[config.mk]
export PLATFORM = sky130hd
export DESIGN_NAME = key_event_encoder_flat
export DESIGN_NICKNAME = d
export VERILOG_FILES = /design/src/rtl/key_event_encoder_pkg.sv /design/src/rtl/key_event_encoder_if.sv /design/src/rtl/key_event_encoder_rr_arbiter.sv /design/src/rtl/key_event_encoder.sv /design/src/flat_wrapper.sv
export SDC_FILE = /design/constraint.sdc
export NUM_CORES = 1
export LEC_CHECK = 0
export ABC_AREA = 1
export CAP_MARGIN = 15
export CORE_MARGIN = 2
export CORE_UTILIZATION = 60
export CTS_BUF_LIST = sky130_fd_sc_hd__clkbuf_2 sky130_fd_sc_hd__clkbuf_4 sky130_fd_sc_hd__clkbuf_8
export CTS_CLUSTER_DIAMETER = 60
export DETAILED_ROUTE_END_ITERATION = 8
export PLACE_DENSITY_LB_ADDON = 0.12
export SKIP_LAST_GASP = 1
export SYNTH_ARGS = -nofsm -noshare
export SYNTH_HDL_FRONTEND = slang
export SYNTH_SLANG_ARGS = --single-unit
[constraint.sdc]
create_clock -name clk -period 5.5 [get_ports clk]
set_input_delay 1.1 -clock clk [delete_from_list [all_inputs] [get_ports clk]]
set_output_delay 1.1 -clock clk [all_outputs]
set_load 0.005 [all_outputs]
[src/rtl/key_event_encoder_pkg.sv]
// Shared types and helpers for the key event encoder.
package key_evt_pkg;

  localparam int unsigned EVT_W = 2;

  typedef enum logic [EVT_W-1:0] {
    EVT_PRESS   = 2'd0,
    EVT_RELEASE = 2'd1,
    EVT_LONG    = 2'd2
  } key_evt_t;

  function automatic int unsigned idx_width(input int unsigned n);
    return (n > 1) ? $clog2(n) : 1;
  endfunction

endpackage

[src/rtl/key_event_encoder_if.sv]
// Event stream: evt_valid/evt_ready handshake carrying evt_idx and evt_type.
interface key_event_encoder_if #(
  parameter int unsigned IDX_W = 3
) ();
  import key_evt_pkg::*;

  logic             evt_valid;
  logic             evt_ready;
  logic [IDX_W-1:0] evt_idx;
  logic [EVT_W-1:0] evt_type;

  modport master (output evt_valid, evt_idx, evt_type, input evt_ready);
  modport slave  (input evt_valid, evt_idx, evt_type, output evt_ready);

endinterface

[src/rtl/key_event_encoder_rr_arbiter.sv]
// Round-robin arbiter: search starts at the index after the last grant.
// Ports: req (requests), advance (consume grant), gnt_idx/gnt_vld (current grant).
module rr_arbiter
  import key_evt_pkg::*;
#(
  parameter  int unsigned N  = 8,
  localparam int unsigned IW = idx_width(N)
) (
  input  logic          clk,
  input  logic          rstb,
  input  logic [N-1:0]  req,
  input  logic          advance,
  output logic [IW-1:0] gnt_idx,
  output logic          gnt_vld
);

  logic [IW-1:0] ptr;
  logic [IW-1:0] cand;

  always_comb begin
    gnt_vld = 1'b0;
    gnt_idx = '0;
    cand    = '0;
    for (int unsigned i = 0; i < N; i++) begin
      cand = IW'((32'(ptr) + i) % N);
      if (!gnt_vld && req[cand]) begin
        gnt_vld = 1'b1;
        gnt_idx = cand;
      end
    end
  end

  always_ff @(posedge clk or negedge rstb) begin
    if (!rstb) begin
      ptr <= '0;
    end else if (advance && gnt_vld) begin
      ptr <= (gnt_idx == IW'(N - 1)) ? '0 : gnt_idx + 1'b1;
    end
  end

endmodule

[src/rtl/key_event_encoder.sv]
// Per-bit press/release/long-press detector feeding a round-robin event stream.
// Ports: clk, rstb, long_cycles, data_in, evt (stream master), ovf, ovf_clr.
module key_event_encoder
  import key_evt_pkg::*;
#(
  parameter int unsigned DATA_W  = 8,
  parameter int unsigned HOLD_W  = 16,
  parameter bit          RST_VAL = 1'b0,
  parameter int unsigned IDX_W   = idx_width(DATA_W)
) (
  input  logic                clk,
  input  logic                rstb,
  input  logic [HOLD_W-1:0]   long_cycles,
  input  logic [DATA_W-1:0]   data_in,
  key_event_encoder_if.master evt,
  output logic [DATA_W-1:0]   ovf,
  input  logic                ovf_clr
);

  logic [DATA_W-1:0] prev, rise, fall, long_hit;
  logic [DATA_W-1:0] pend_press, pend_long, pend_rel, req;
  logic [DATA_W-1:0] gnt_oh, clr_press, clr_long, clr_rel, ovf_set;
  logic [HOLD_W-1:0] hold_cnt [DATA_W];
  logic              load, advance, gnt_vld, valid_q;
  logic [IDX_W-1:0]  gnt_idx, idx_q;
  key_evt_t          gnt_type, type_q;

  assign rise    = data_in & ~prev;
  assign fall    = ~data_in & prev;
  assign req     = pend_press | pend_long | pend_rel;
  assign load    = !valid_q || evt.evt_ready;
  assign advance = load && gnt_vld;

  rr_arbiter #(.N(DATA_W)) u_arb (
    .clk     (clk),
    .rstb    (rstb),
    .req     (req),
    .advance (advance),
    .gnt_idx (gnt_idx),
    .gnt_vld (gnt_vld)
  );

  // Only the highest-priority flag of the granted bit is consumed.
  assign gnt_oh    = advance ? (DATA_W'(1) << gnt_idx) : '0;
  assign clr_press = gnt_oh & pend_press;
  assign clr_long  = gnt_oh & ~pend_press & pend_long;
  assign clr_rel   = gnt_oh & ~pend_press & ~pend_long & pend_rel;

  assign ovf_set = (rise & pend_press & ~clr_press)
                 | (long_hit & pend_long & ~clr_long)
                 | (fall & pend_rel & ~clr_rel);

  always_comb begin
    gnt_type = EVT_RELEASE;
    if (pend_press[gnt_idx]) gnt_type = EVT_PRESS;
    else if (pend_long[gnt_idx]) gnt_type = EVT_LONG;
  end

  // Saturated counter wraps to 0 in the compare, so LONG fires at most once per hold.
  always_comb begin
    long_hit = '0;
    for (int unsigned i = 0; i < DATA_W; i++) begin
      long_hit[i] = (long_cycles != '0) && data_in[i] && prev[i]
                    && (HOLD_W'(hold_cnt[i] + 1'b1) == long_cycles);
    end
  end

  always_ff @(posedge clk or negedge rstb) begin
    if (!rstb) begin
      prev <= {DATA_W{RST_VAL}};
      for (int unsigned i = 0; i < DATA_W; i++) hold_cnt[i] <= '0;
    end else begin
      prev <= data_in;
      for (int unsigned i = 0; i < DATA_W; i++) begin
        if (!(data_in[i] && prev[i])) hold_cnt[i] <= '0;
        else if (hold_cnt[i] != '1) hold_cnt[i] <= hold_cnt[i] + 1'b1;
      end
    end
  end

  always_ff @(posedge clk or negedge rstb) begin
    if (!rstb) begin
      pend_press <= '0;
      pend_long  <= '0;
      pend_rel   <= '0;
      ovf        <= '0;
      valid_q    <= 1'b0;
      idx_q      <= '0;
      type_q     <= EVT_PRESS;
    end else begin
      pend_press <= (pend_press & ~clr_press) | rise;
      pend_long  <= (pend_long & ~clr_long) | long_hit;
      pend_rel   <= (pend_rel & ~clr_rel) | fall;
      ovf        <= (ovf_clr ? '0 : ovf) | ovf_set;
      if (load) begin
        valid_q <= gnt_vld;
        if (gnt_vld) begin
          idx_q  <= gnt_idx;
          type_q <= gnt_type;
        end
      end
    end
  end

  assign evt.evt_valid = valid_q;
  assign evt.evt_idx   = idx_q;
  assign evt.evt_type  = type_q;

endmodule
[src/flat_wrapper.sv]
// flat-port wrapper written by rule: the top's interface ports become plain ports
module key_event_encoder_flat import key_evt_pkg::*;
#(
  parameter int unsigned DATA_W  = 8,
  parameter int unsigned HOLD_W  = 16,
  parameter bit          RST_VAL = 1'b0,
  parameter int unsigned IDX_W   = idx_width(DATA_W)
)
  (clk, rstb, long_cycles, data_in, ovf, ovf_clr, evt_evt_valid, evt_evt_idx, evt_evt_type, evt_evt_ready);
  key_event_encoder_if #(.IDX_W(IDX_W)) evt_i ();
  input  logic clk;
  input  logic rstb;
  input  logic [HOLD_W-1:0] long_cycles;
  input  logic [DATA_W-1:0] data_in;
  output logic [DATA_W-1:0] ovf;
  input  logic ovf_clr;
  output wire logic [$bits(evt_i.evt_valid)-1:0] evt_evt_valid;
  output wire logic [$bits(evt_i.evt_idx)-1:0] evt_evt_idx;
  output wire logic [$bits(evt_i.evt_type)-1:0] evt_evt_type;
  input wire logic [$bits(evt_i.evt_ready)-1:0] evt_evt_ready;
  assign evt_evt_valid = evt_i.evt_valid;
  assign evt_evt_idx = evt_i.evt_idx;
  assign evt_evt_type = evt_i.evt_type;
  assign evt_i.evt_ready = evt_evt_ready;
  key_event_encoder #(.DATA_W(DATA_W), .HOLD_W(HOLD_W), .RST_VAL(RST_VAL), .IDX_W(IDX_W)) u_core (.clk(clk), .rstb(rstb), .long_cycles(long_cycles), .data_in(data_in), .evt(evt_i), .ovf(ovf), .ovf_clr(ovf_clr));
endmodule
==> impl_metrics.yaml <==
route:
  drt-total-wl_um: 30850
  vias: 10444
  firstDrtPassIters: 5
  dr.first_iter.drc_count: 898
  routedWlPerCell_um: 16.52
  drt_drc_violations_left: 0
  ant_nets: 0
  via_per_inst: 5.594
synth:
  synth.yosys.seq_area_share_pct: 38.25
  synth_edf_count: 0
  syn_nets: 1607
  syn_inst: 1567
  synth_area_um2: 11580
  synth-seq-cells: 177
  synthFlopType: "dfrtp_1"
  synthDistinctLibCells: 50
  async_flop_share_pct: 100.0
  synth.avg_cell_area_um2: 7.389
  ys_warn_count: 0
grt:
  grt_pass1_wl_um: 49720
  antenna_found_initial: 0
  grt_pass1_vias: 9735
  gr-usage-met1_pct: 44.10
  use_met2_pct: 50.31
  busiest_layer: "met2"
  track_usage_pct: 31.32
  grt_start_max_net_pins: 103
  grt_use_met3_pct: 5.466
  overflow: 0
power_and_ir_drop:
  p_per_area_nw_per_um2: 335.2
  peakVddDrop_uv: 206.0
  p_leak_nw: 5.829
cts:
  clkTransAtPathRegs_ps: 110
  clkLatencyLatePin_ps: 490
  cts_made_buffers: 17
  post_cts_resized: 0
  h-tree-depth: 4
  cts_max_path_buffers: 2
  post-cts-setup-buffer-count: 0
  cts_hold_buf: 0
  cts.sinks: 177
  cts_root_buffer: "clkbuf_8"
  cts_tree: "built"
critical_path:
  cp-start-kind: "flip-flop"
  r2r_cells: 16
  path_max_fanout: 13
  cp_data_arrival_time_ps: 4140
  worstPathRequired_ps: 5880
  regToRegSetupSlack_ps: 1740
  end_kind: "flip-flop"
  path_class: "flip-flop to flip-flop"
sta:
  rsz0062_at_grt: "false"
  worst_slew_pin_slew_ps: 972.4
  relSlewSlack_pct: 35.17
  fin_crit_ps: 3759
  finalSetupViolCount: 0
  finalHoldViolations: 0
  clock_skew_ps: 17.46
  max_freq_mhz: 266.1
  final.setup.tns_ps: 0
  fin_crit_sh_pct: 68.34
  slew_viol_final: 0
layout:
  drive_above_1_share_pct: 6.596
  diodes: 0
  finalNonFillerCells: 1867
  nNetsFinal: 1634
  syn2layout_area_growth_pct: 8.450
  fin_area_um2: 12560
  fillCellCount: 1634
floorplan:
  coreArea_um2: 18830
  row_count: 50
  dieArea_um2: 20420
  design.portCount: 42
  die_h_um: 142.9
  start_util_pct: 61.49
  dieWidth_um: 142.9
placed_design:
  numPortBuffers: 41
  place.gp.congestion: 0.9781
  detailed_place.area_um2: 12160
  dp_hpwl_um: 23280
  dp.cells: 1835
min_path:
  min_path_type: "flip-flop to flip-flop"
  hold-path-cell-count: 2
run:
  max_cap_violations: 0
run_status:
  status: "finished clean"
-- registers in the layout (all words and copies together), names as in the netlist --
name and flops:
u_core.hold_cnt 128, u_core.evt.evt_idx 3, u_core.pend_rel 8, u_core.u_arb.ptr 3
u_core.pend_long 8, u_core.evt.evt_type 2, u_core.pend_press 8, u_core.ovf 8
u_core.evt.evt_valid 1, u_core.prev 8
-- per-layer routing --
metal / vias to the layer above / routed length [µm]
met5: - / 0
met4: 0 / 494
met3: 36 / 1815
met2: 290 / 14280
met1: 4994 / 14260
li1: 5124 / -
-- report_power, final --
group	leakage (nW)	switching (W)	internal [W]
Clock	0.192	0.000543	0.000380
Combinational	3.30	0.00119	0.000583
Sequential	2.34	0.000110	0.00140
Total	5.83	0.00184	0.00237
-- Yosys cell counts, types with 5 or more instances --
library cell	instances	share of area [%]
nand2_1	351	11
nor2_1	141	4.6
nand3b_1	9	0.58
inv_1	186	6.0
dfrtp_1	177	38
nor3_1	41	1.8
xnor2_1	22	1.7
clkbuf_1	25	0.81
nor4_1	16	0.86
ha_1	12	1.3
inv_2	15	0.49
a21oi_1	23	0.99
o22ai_1	5	0.27
nand4_1	42	2.3
nand3_2	10	0.86
nand3_1	122	5.3
or2_2	17	0.92
nand2_2	6	0.32
xor2_1	124	9.4
o21ai_0	163	7.0
-- path summary, 6_finish.rpt --
path,startpoint,end
min in group asynchronous,rstb,u_core.hold_cnt[111]$_DFFE_PN0P_
worst min register to register,u_core.pend_rel[0]$_DFF_PN0_,u_core.pend_rel[0]$_DFF_PN0_
worst max-delay path,u_core.u_arb.ptr[0]$_DFFE_PN0P_,u_core.pend_rel[7]$_DFF_PN0_
worst min-delay path,u_core.pend_rel[0]$_DFF_PN0_,u_core.pend_rel[0]$_DFF_PN0_
max in group asynchronous,rstb,u_core.hold_cnt[124]$_DFFE_PN0P_
worst max register to register,u_core.u_arb.ptr[0]$_DFFE_PN0P_,u_core.pend_rel[7]$_DFF_PN0_
-- layout by cell type, fill, tap and decap left out, drive strengths merged, types with 4 or more instances in the layout --
cell type and instances:
nand2 361, inv 208, dfrtp 177, o21ai 166
nor2 151, nand3 135, xor2 126, nand4 42
nor3 41, clkdlybuf4s50 40, a21oi 24, xnor2 23
or2 18, clkbuf 18, nor4 16, ha 12
nand3b 9, clkinv 8, o22ai 5, o21a 4
a211oi 4
-- critical path, stage by stage (launching register included) --
cell,delay (ps)
dfrtp_1,580
inv_4,170
ha_1,430
inv_2,170
nand3_1,160
a21oi_1,300
a21oi_2,100
nand3b_1,200
or2_1,250
nand4_1,270
nand2_1,110
inv_1,100
ha_1,220
nand3b_1,130
or2_2,300
nand2_1,60
o21ai_0,80
-- cell families (layout without fill, tap and decap cells) --
kind of cell	after synthesis	in the layout	share of synthesized area [%]
buf+inv	240	280	8.180
simple gates	776	776	30.85
xor+xnor	150	150	11.76
flops	177	177	38.25
fa+ha+maj	12	12	1.297
compound gates	212	212	9.661
-- final cells by class --
cell class / count / area (µm²) / share of cell area [%]
Multi-Input combinational cell: 1150 / 6202 / 49.39
Sequential cell: 177 / 4429 / 35.27
Inverter: 206 / 775.7 / 6.178
Timing Repair Buffer: 42 / 431.7 / 3.438
Tap cell: 260 / 325.3 / 2.591
Clock buffer: 18 / 241.5 / 1.923
Clock inverter: 14 / 151.4 / 1.206
-- through the flow --
stage          util, %  setup slack [ps]  power [W]  hold slack [ps]
3_5_place_dp     64.60              1628   0.003282            459.0
4_1_cts          66.68              1810   0.004204            482.6
3_3_place_gp     64.60              1710   0.003258            453.8
2_1_floorplan        -              2364   0.002877            441.9
6_report         66.68              1741   0.004209            483.6
5_1_grt          66.68              1454   0.004480            509.3
(Power assumes the default switching activity.)
